### config.mk
export PLATFORM = sky130hd
export DESIGN_NAME = hasti_bus_xbar
export DESIGN_NICKNAME = d
export VERILOG_FILES = /design/src/rtl/hasti_pkg.sv /design/src/rtl/hasti_default_slave.sv /design/src/rtl/hasti_bus_xbar.sv
export SDC_FILE = /design/constraint.sdc
export NUM_CORES = 1
export LEC_CHECK = 0
export CORE_AREA = 5 5 113 115
export CTS_CLUSTER_DIAMETER = 200
export CTS_CLUSTER_SIZE = 40
export DETAILED_ROUTE_END_ITERATION = 8
export DIE_AREA = 0 0 118 120
export MAX_ROUTING_LAYER = met4
export PLACE_DENSITY = 0.69
export SYNTH_ARGS = -nofsm -noshare
export SYNTH_HDL_FRONTEND = slang
export SYNTH_SLANG_ARGS = --single-unit
### constraint.sdc
create_clock -name clk -period 1.85 [get_ports clk]
set_input_delay 0.37 -clock clk [delete_from_list [all_inputs] [get_ports clk]]
set_output_delay 0.37 -clock clk [all_outputs]
set_load 0.01 [all_outputs]
### src/rtl/hasti_pkg.sv
// Shared AHB-Lite (Hasti) encodings and the default-slave error FSM state type.
package hasti_pkg;

  localparam logic [1:0] HTRANS_IDLE   = 2'd0;
  localparam logic [1:0] HTRANS_BUSY   = 2'd1;
  localparam logic [1:0] HTRANS_NONSEQ = 2'd2;
  localparam logic [1:0] HTRANS_SEQ    = 2'd3;

  localparam logic HRESP_OKAY  = 1'b0;
  localparam logic HRESP_ERROR = 1'b1;

  localparam logic [2:0] HSIZE_BYTE  = 3'd0;
  localparam logic [2:0] HSIZE_HALF  = 3'd1;
  localparam logic [2:0] HSIZE_WORD  = 3'd2;
  localparam logic [2:0] HSIZE_DWORD = 3'd3;

  typedef enum logic [1:0] {
    ERR_IDLE = 2'd0,
    ERR_ERR1 = 2'd1,
    ERR_ERR2 = 2'd2
  } err_state_e;

  // NONSEQ and SEQ both have bit 1 set; IDLE and BUSY carry no data phase.
  function automatic logic htrans_active(input logic [1:0] htrans);
    return htrans[1];
  endfunction

endpackage

### src/rtl/hasti_default_slave.sv
// Default slave: answers unmapped NONSEQ/SEQ accesses with the two-cycle AHB ERROR response.
module hasti_default_slave
  import hasti_pkg::*;
(
  input  logic       clk,
  input  logic       rst_n,
  input  logic       hready,
  input  logic       unmapped,
  output logic       err_hready,
  output logic       err_hresp,
  output err_state_e state
);

  err_state_e state_next;

  always_ff @(posedge clk or negedge rst_n) begin
    if (!rst_n) begin
      state <= ERR_IDLE;
    end else begin
      state <= state_next;
    end
  end

  always_comb begin
    state_next = state;
    err_hready = 1'b1;
    err_hresp  = HRESP_OKAY;
    case (state)
      ERR_IDLE: begin
        if (hready && unmapped) state_next = ERR_ERR1;
      end
      ERR_ERR1: begin
        err_hready = 1'b0;
        err_hresp  = HRESP_ERROR;
        state_next = ERR_ERR2;
      end
      ERR_ERR2: begin
        err_hresp  = HRESP_ERROR;
        // hready is high here, so a pending unmapped address phase is accepted now.
        state_next = (hready && unmapped) ? ERR_ERR1 : ERR_IDLE;
      end
      default: state_next = ERR_IDLE;
    endcase
  end

endmodule

### src/rtl/hasti_bus_xbar.sv
// Single-master to NSLAVES AHB-Lite decoder/mux with lowest-index priority,
// registered data-phase ownership and a built-in error slave for unmapped space.
module hasti_bus_xbar
  import hasti_pkg::*;
#(
  parameter int NSLAVES = 3,
  parameter int ADDR_W  = 32,
  parameter int DATA_W  = 32,
  parameter logic [NSLAVES*ADDR_W-1:0] BASE = {32'hF000_0000, 32'h0000_0000, 32'h2000_0000},
  parameter logic [NSLAVES*ADDR_W-1:0] MASK = {3{32'hF000_0000}}
) (
  input  logic                        clk,
  input  logic                        rst_n,
  input  logic [ADDR_W-1:0]           m_haddr,
  input  logic                        m_hwrite,
  input  logic [2:0]                  m_hsize,
  input  logic [2:0]                  m_hburst,
  input  logic [3:0]                  m_hprot,
  input  logic [1:0]                  m_htrans,
  input  logic                        m_hmastlock,
  input  logic [DATA_W-1:0]           m_hwdata,
  output logic [DATA_W-1:0]           m_hrdata,
  output logic                        m_hready,
  output logic                        m_hresp,
  output logic [ADDR_W-1:0]           s_haddr,
  output logic                        s_hwrite,
  output logic [2:0]                  s_hsize,
  output logic [2:0]                  s_hburst,
  output logic [3:0]                  s_hprot,
  output logic [1:0]                  s_htrans,
  output logic                        s_hmastlock,
  output logic [DATA_W-1:0]           s_hwdata,
  output logic [NSLAVES-1:0]          s_hsel,
  output logic                        s_hreadyin,
  input  logic [NSLAVES*DATA_W-1:0]   s_hrdata,
  input  logic [NSLAVES-1:0]          s_hreadyout,
  input  logic [NSLAVES-1:0]          s_hresp,
  output err_state_e                  dbg_err_state
);

  if (NSLAVES < 1 || NSLAVES > 16) begin : g_bad_nslaves
    $fatal(1, "hasti_bus_xbar: NSLAVES must be in 1..16");
  end
  if (DATA_W != 32 && DATA_W != 64) begin : g_bad_data_w
    $fatal(1, "hasti_bus_xbar: DATA_W must be 32 or 64");
  end

  // Handshake: a transfer's address phase is accepted on the rising edge where
  // m_hready is high; its data phase ends on the next edge where m_hready is high.
  logic [NSLAVES-1:0] hit;
  logic [NSLAVES-1:0] sel;
  logic               sel_found;
  logic               unmapped;
  logic [NSLAVES:0]   dsel;
  logic               err_hready;
  logic               err_hresp;

  assign s_haddr     = m_haddr;
  assign s_hwrite    = m_hwrite;
  assign s_hsize     = m_hsize;
  assign s_hburst    = m_hburst;
  assign s_hprot     = m_hprot;
  assign s_htrans    = m_htrans;
  assign s_hmastlock = m_hmastlock;
  assign s_hwdata    = m_hwdata;
  assign s_hreadyin  = m_hready;
  assign s_hsel      = sel;

  for (genvar g = 0; g < NSLAVES; g++) begin : g_dec
    logic [ADDR_W-1:0] base_g;
    logic [ADDR_W-1:0] mask_g;
    assign base_g = BASE[g*ADDR_W +: ADDR_W];
    assign mask_g = MASK[g*ADDR_W +: ADDR_W];
    assign hit[g] = ((m_haddr & mask_g) == (base_g & mask_g));
  end

  // Overlapping regions resolve to the lowest slave index.
  always_comb begin
    sel       = '0;
    sel_found = 1'b0;
    for (int k = 0; k < NSLAVES; k++) begin
      if (hit[k] && !sel_found) begin
        sel[k]    = 1'b1;
        sel_found = 1'b1;
      end
    end
  end

  assign unmapped = htrans_active(m_htrans) && !(|hit);

  always_ff @(posedge clk or negedge rst_n) begin
    if (!rst_n) begin
      dsel <= '0;
    end else if (m_hready) begin
      dsel <= {unmapped, sel};
    end
  end

  hasti_default_slave u_default_slave (
    .clk        (clk),
    .rst_n      (rst_n),
    .hready     (m_hready),
    .unmapped   (unmapped),
    .err_hready (err_hready),
    .err_hresp  (err_hresp),
    .state      (dbg_err_state)
  );

  // Response path depends only on registered ownership, never on the live decode.
  always_comb begin
    m_hready = 1'b1;
    m_hresp  = HRESP_OKAY;
    m_hrdata = '0;
    if (dsel[NSLAVES]) begin
      m_hready = err_hready;
      m_hresp  = err_hresp;
    end
    for (int k = 0; k < NSLAVES; k++) begin
      if (dsel[k]) begin
        m_hready = s_hreadyout[k];
        m_hresp  = s_hresp[k];
        m_hrdata = s_hrdata[k*DATA_W +: DATA_W];
      end
    end
  end

endmodule

# == After elaboration in Yosys (flattened, before gate mapping) ==
# Index checks and enable logic that the tools add are counted.
# totals
regBits,6
in_bits,182
out_inout_bits,118
wordCells,38
# op_classes
eq_ne,5
muxes,20
reduce_logical,11
# op_table
operator,count
$mux 32,3
$logic_not 32->1,1
$mux 1,15
$pmux 2 s3,1
$eq 4x2->1 const B,1
$eq 4x4->1 const B,1
$logic_and 1x1->1,4
$logic_not 1->1,3
$reduce_or 3->1,1
$eq 2x1->1 const B,1
$eq 2x2->1 const B,1
$logic_not 2->1,1
$mux 2,1
$ne 2x1->1 const B,1
$reduce_or 2->1,1

# == Logic depth before layout (Yosys ltp) ==
# depth
word_depth,9
depth_mapped,7
depth_no_buf,7

# == By module ==
# A second synthesis with hierarchy kept.
# unflattened
cells_unflattened,235
area_unflattened_um2,1665.3
# modules_own_cells
mod,n_inst,cells_each,area_per_inst_um2,seq_area_each_um2
hasti_bus_xbar,1,219,1488.9,100.1
hasti_default_slave,1,16,176.4,50.0

# == Worst setup path before layout ==
# Ideal clock, no wire load.
# synth_timing
kind,reg2out
from,register u_default_slave.state[1]
to,output s_hreadyin
arrival_ns,1.586
t_required_ns,1.480
path_slack_ns,-0.106
path_stages_with_launch,7
n_path_buf,1
cell_sequence,dfrtp_1 > inv_1 > ha_1 > nor4bb_1 > o41a_1 > inv_1 > buf_4
# synth_between
elab_chain_len,6
# synth_rtl
item,line,rtl
start: declaration,hasti_default_slave.sv:11,output err_state_e state
start signal: assignment,hasti_default_slave.sv:20,state <= state_next;
$eq 2x1->1,hasti_default_slave.sv:28,case (state)
$mux 1,hasti_default_slave.sv:28,
$mux 1,hasti_bus_xbar.sv:114,if (dsel[NSLAVES]) begin
$mux 1 (3 in a row),hasti_bus_xbar.sv:119,if (dsel[k]) begin
end: declaration,hasti_bus_xbar.sv:34,"output logic s_hreadyin,"
# No other way between the ends.

# == Final worst setup path ==
# layout_timing
from,register dsel[1]
to,output s_hreadyin
# layout_between
elab_chain_len,2
# layout_rtl
item,line,rtl
start: declaration,hasti_bus_xbar.sv:54,logic [NSLAVES:0] dsel;
start signal: assignment,hasti_bus_xbar.sv:95,"dsel <= {unmapped, sel};"
$mux 1 (2 in a row),hasti_bus_xbar.sv:119,
# No other way between the ends.

==> report_table.html <==
<table>
<tr><th>Metric</th><th>Value</th></tr>
<tr><th colspan="2">Setup path</th></tr>
<tr><td>Critical path fanouts, max</td><td>5</td></tr>
<tr><td>Worst EP required</td><td>1.48 ns</td></tr>
<tr><td>Crit. End Element</td><td>output port</td></tr>
<tr><td>Worst R2R Path Depth</td><td>6</td></tr>
<tr><td>Setup Crit Path Kind</td><td>register to output port</td></tr>
<tr><td>Crit path arrival time</td><td>approximately 1.6 ns</td></tr>
<tr><td>Crit Reg-Reg Startpoint</td><td>dsel[1]</td></tr>
<tr><td>End of the worst register-to-register path</td><td>u_default_slave.state[1]</td></tr>
<tr><td>Minimum setup slack among reg-to-reg paths</td><td>-0.02 ns</td></tr>
<tr><td>Kind of start point of the critical path</td><td>register</td></tr>
<tr><th colspan="2">Die</th></tr>
<tr><td>Die height</td><td>120 um</td></tr>
<tr><td>IO Pins</td><td>300</td></tr>
<tr><td>Standard-cell row count</td><td>40</td></tr>
<tr><td>Die width</td><td>approximately 120 um</td></tr>
<tr><td>Starting density of the core</td><td>a little over an eighth</td></tr>
<tr><td>Core area</td><td>approximately 12000 um^2</td></tr>
<tr><td>Floorplan die area</td><td>between 10000 and 15000 um^2</td></tr>
<tr><th colspan="2">Synthesis</th></tr>
<tr><td>Synthesized netlist cell count</td><td>241</td></tr>
<tr><td>Syn. warnings</td><td>0</td></tr>
<tr><td>Flip-flop and latch count after synthesis</td><td>6</td></tr>
<tr><td>Number of synthesized flops with an enable pin</td><td>0</td></tr>
<tr><td>Prevailing post-synth register cell</td><td>dfrtp_1</td></tr>
<tr><td>Ranking of synthesized cells by instance count</td><td>79 x buf_4, 42 x nand2_1, 34 x o21ai_0</td></tr>
<tr><td>Mean post-synth cell area</td><td>6.63 um^2</td></tr>
<tr><td>Top cells by area in the synthesized netlist</td><td>buf_4 37%, a22oi_1 15%, o21ai_0 11%, nand2_1 9.9%, dfrtp_1 9.4%</td></tr>
<tr><td>Top-area cell type share of the netlist area</td><td>between 30 and 40%</td></tr>
<tr><td>Count of distinct cell types in the synthesized netlist</td><td>25</td></tr>
<tr><td>Post-synthesis sequential area ratio</td><td>roughly a tenth</td></tr>
<tr><td>Cell with the most instances after synthesis</td><td>buf_4</td></tr>
<tr><td>Nets in the synthesized netlist</td><td>about 430</td></tr>
<tr><td>Cell accounting for the most synthesized area</td><td>buf_4</td></tr>
<tr><td>Share of synthesized flip-flops with an asynchronous set or reset</td><td>100%</td></tr>
<tr><td>Summed instance area of the synthesized netlist</td><td>1600 um^2</td></tr>
<tr><th colspan="2">Global route</th></tr>
<tr><td>Wire length of the first global-routing pass</td><td>about 11000 um</td></tr>
<tr><td>Vias in the first global route</td><td>2128</td></tr>
<tr><td>Total routing usage reported by global routing</td><td>9.75%</td></tr>
<tr><td>Largest net degree at the start of global routing</td><td>70</td></tr>
<tr><td>Initial antenna violation count</td><td>0</td></tr>
<tr><td>Total overflow reported by the global router</td><td>0</td></tr>
<tr><th colspan="2">Clock network</th></tr>
<tr><td>H-tree Lvls</td><td>1</td></tr>
<tr><td>Cell chosen for the clock root</td><td>clkbuf_16</td></tr>
<tr><td>CTS tree</td><td>done</td></tr>
<tr><td>Latest clock arrival within the worst-skew pair</td><td>between 0.2 and 0.25 ns</td></tr>
<tr><td>Number of sinks driven by the clock tree</td><td>6</td></tr>
<tr><td>Clk buf depth</td><td>2</td></tr>
<tr><td>Number of buffers created by CTS</td><td>3</td></tr>
<tr><td>CTS hold repair buffers</td><td>0</td></tr>
<tr><td>Clock transition at path regs</td><td>0.04 ns</td></tr>
<tr><th colspan="2">Power</th></tr>
<tr><td>Portion of total power attributed to sequential cells</td><td>8.5%</td></tr>
<tr><td>Internal power</td><td>approximately 1.5 mW</td></tr>
<tr><td>Final Total Pwr</td><td>2.53 mW</td></tr>
<tr><td>Switching share of total power</td><td>40.7%</td></tr>
<tr><td>Switching pwr</td><td>1.03 mW</td></tr>
<tr><td>Reported leakage power</td><td>between 1 and 1.5 nW</td></tr>
<tr><td>Cell Pwr Density</td><td>800 nW/um^2</td></tr>
<tr><td>Share of power burned in combinational logic</td><td>76.9%</td></tr>
<tr><td>Part of the power in the clock network</td><td>14.6%</td></tr>
<tr><td>Worst ir drop on vdd</td><td>~0.9 mV</td></tr>
<tr><th colspan="2">Route</th></tr>
<tr><td>Post-DR vias/cell</td><td>approximately 4.2</td></tr>
<tr><td>Routed len/inst</td><td>15.9 um</td></tr>
<tr><td>TritonRoute pass-1 iters</td><td>4</td></tr>
<tr><td>Residual antenna-violating net count after detailed routing</td><td>0</td></tr>
<tr><td>Number of DRC violations after detailed-routing iteration 0</td><td>65</td></tr>
<tr><td>Total length of routed wires</td><td>7730 um</td></tr>
<tr><td>DR DRC count</td><td>0</td></tr>
<tr><td>Number of vias after detailed routing</td><td>2033</td></tr>
<tr><th colspan="2">STA</th></tr>
<tr><td>RSZ-0062 raised after global routing</td><td>true</td></tr>
<tr><td>Post-Route Skew</td><td>between 0.005 and 0.006 ns</td></tr>
<tr><td>Final worst-path cycle share</td><td>107%</td></tr>
<tr><td>Minimum clock period</td><td>slightly below 2 ns</td></tr>
<tr><td>Final critical-path setup slack</td><td>-0.130 ns</td></tr>
<tr><td>Fmax achieved</td><td>505 MHz</td></tr>
<tr><td>Relative slew slack</td><td>74.0%</td></tr>
<tr><td>Number of max-slew violations in the final report</td><td>0</td></tr>
<tr><td>Final setup violation count</td><td>6</td></tr>
<tr><td>Hold Vio Cnt, Final</td><td>0</td></tr>
<tr><td>Worst slew pin tran</td><td>0.386 ns</td></tr>
<tr><th colspan="2">Outcome</th></tr>
<tr><td>Violations in the final reports</td><td>negative setup slack</td></tr>
<tr><td>Run status</td><td>complete, but fails checks</td></tr>
<tr><th colspan="2">Placed design</th></tr>
<tr><td>HPWL after DPL</td><td>5990 um</td></tr>
<tr><td>Placement-stage worst setup slack</td><td>-0.495 ns</td></tr>
<tr><td>PortBufs</td><td>153</td></tr>
<tr><td>DP Cell Count</td><td>469</td></tr>
<tr><td>Routability Congestion</td><td>0.771</td></tr>
<tr><th colspan="2">Final layout</th></tr>
<tr><td>Area Overhead vs Synth</td><td>97.8%</td></tr>
<tr><td>Total number of nets in the final design</td><td>528</td></tr>
<tr><td>Diodes inserted</td><td>0</td></tr>
<tr><td>Final core utilization</td><td>a little over a quarter</td></tr>
<tr><td>Final cell count without fillers</td><td>487</td></tr>
<tr><td>Fraction of layout cells with a size suffix above 1</td><td>around 36%</td></tr>
<tr><th colspan="2">Hold path</th></tr>
<tr><td>Worst hold-check path type</td><td>input port to asynchronous set/reset pin</td></tr>
<tr><th colspan="2">Run</th></tr>
<tr><td>Max-capacitance violation count</td><td>0</td></tr>
</table>
-- power groups by stage --
| stage | Clock, mW | Combinational [mW] | Sequential (mW) |
|---|---|---|---|
| 2_1_floorplan | 0 | 0.866 | 0.223 |
| 3_3_place_gp | 0 | 1.73 | 0.214 |
| 3_5_place_dp | 0 | 1.77 | 0.216 |
| 4_1_cts | 0.376 | 1.74 | 0.213 |
| 5_1_grt | 0.379 | 2.11 | 0.221 |
| 6_report | 0.369 | 1.95 | 0.215 |
-- worst max-delay path, stage by stage (launching register included) --
cell     delay, ns
dfrtp_2       0.45
buf_6         0.14
nor2b_4       0.12
o41a_1        0.45
inv_2         0.11
buf_6         0.11
-- cell type report --
| cell class | instances | area [um^2] |
|---|---|---|
| repair buffers | 188 | 1720 |
| flip-flops and latches | 6 | 154 |
| inverters | 7 | 26.3 |
| multi-input cells | 135 | 996 |
| fillers | 1272 | 8550 |
| clock buffers | 4 | 78.8 |
| well taps | 147 | 184 |
-- sequential cells by signal, indices dropped and copies added, names as in the netlist --
| register | count |
|---|---|
| dsel | 4 |
| u_default_slave.state | 2 |
-- kinds of logic after synthesis --
logic type,Yosys count,share of synthesized area [%]
flip-flops,6,9.40
adder cells (fa/ha/maj),5,3.92
buffers and inverters,100,42.1
multiplexers,1,0.705
AO/OA/AOI/OAI,74,29.3
AND/OR/NAND/NOR,55,14.6
-- layer usage --
metal  share of wire (%)  track usage (%)  wire [um]
met5                   0                -          0
met4                 5.7             6.24        441
met3                  12             4.52        911
met2                  48             16.0       3750
met1                  34             9.25       2630
-- timing repair --
| item | 4_1_cts | 5_1_grt |
|---|---|---|
| setup buffers | 8 | 6 |
| endpoints found under the hold margin | 0 | 0 |
| pin swaps | 5 | 32 |
| setup endpoints to repair | 44 | 40 |
| cloned | 1 | 1 |
| gates resized for setup | 203 | 56 |
-- stage by stage --
step	TNS [ns]	hold slack, ns	cell area (um^2)
final	-0.371	0.378	3160
after global routing	-2.02	0.418	3160
after CTS	-0.554	0.388	2920
after detailed placement	-9.65	0.569	2840
after global placement	-9.19	0.559	2840
after floorplan	0	0.0744	1600
-- worst max path at each step --
stage	slack [ns]	endpoint	cells after the start	start
2_1_floorplan	0.001	s_hreadyin	6	u_default_slave.state[1]
3_3_place_gp	-0.43	s_hreadyin	5	s_hreadyout[1]
3_5_place_dp	-0.49	s_hreadyin	5	s_hreadyout[1]
4_1_cts	-0.16	s_hreadyin	5	u_default_slave.state[0]
5_1_grt	-0.18	s_hreadyin	5	dsel[1]
6_report	-0.13	s_hreadyin	5	dsel[1]
-- cell usage in the layout, fill, tap and decap left out, types with 3 or more instances in the layout --
| cell | count |
|---|---|
| a22oi_2 | 27 |
| ha_1 | 3 |
| o21ai_1 | 32 |
| clkbuf_16 | 4 |
| buf_12 | 5 |
| clkdlybuf4s50_1 | 109 |
| dlygate4sd2_1 | 5 |
| buf_2 | 34 |
| inv_2 | 3 |
| nor2_2 | 3 |
| a22oi_1 | 4 |
| inv_1 | 4 |
| buf_4 | 25 |
| dfrtp_2 | 3 |
| nand2_1 | 42 |
| buf_6 | 7 |
| dfrtp_1 | 3 |
Note: power is estimated with default switching activity, not from simulation.
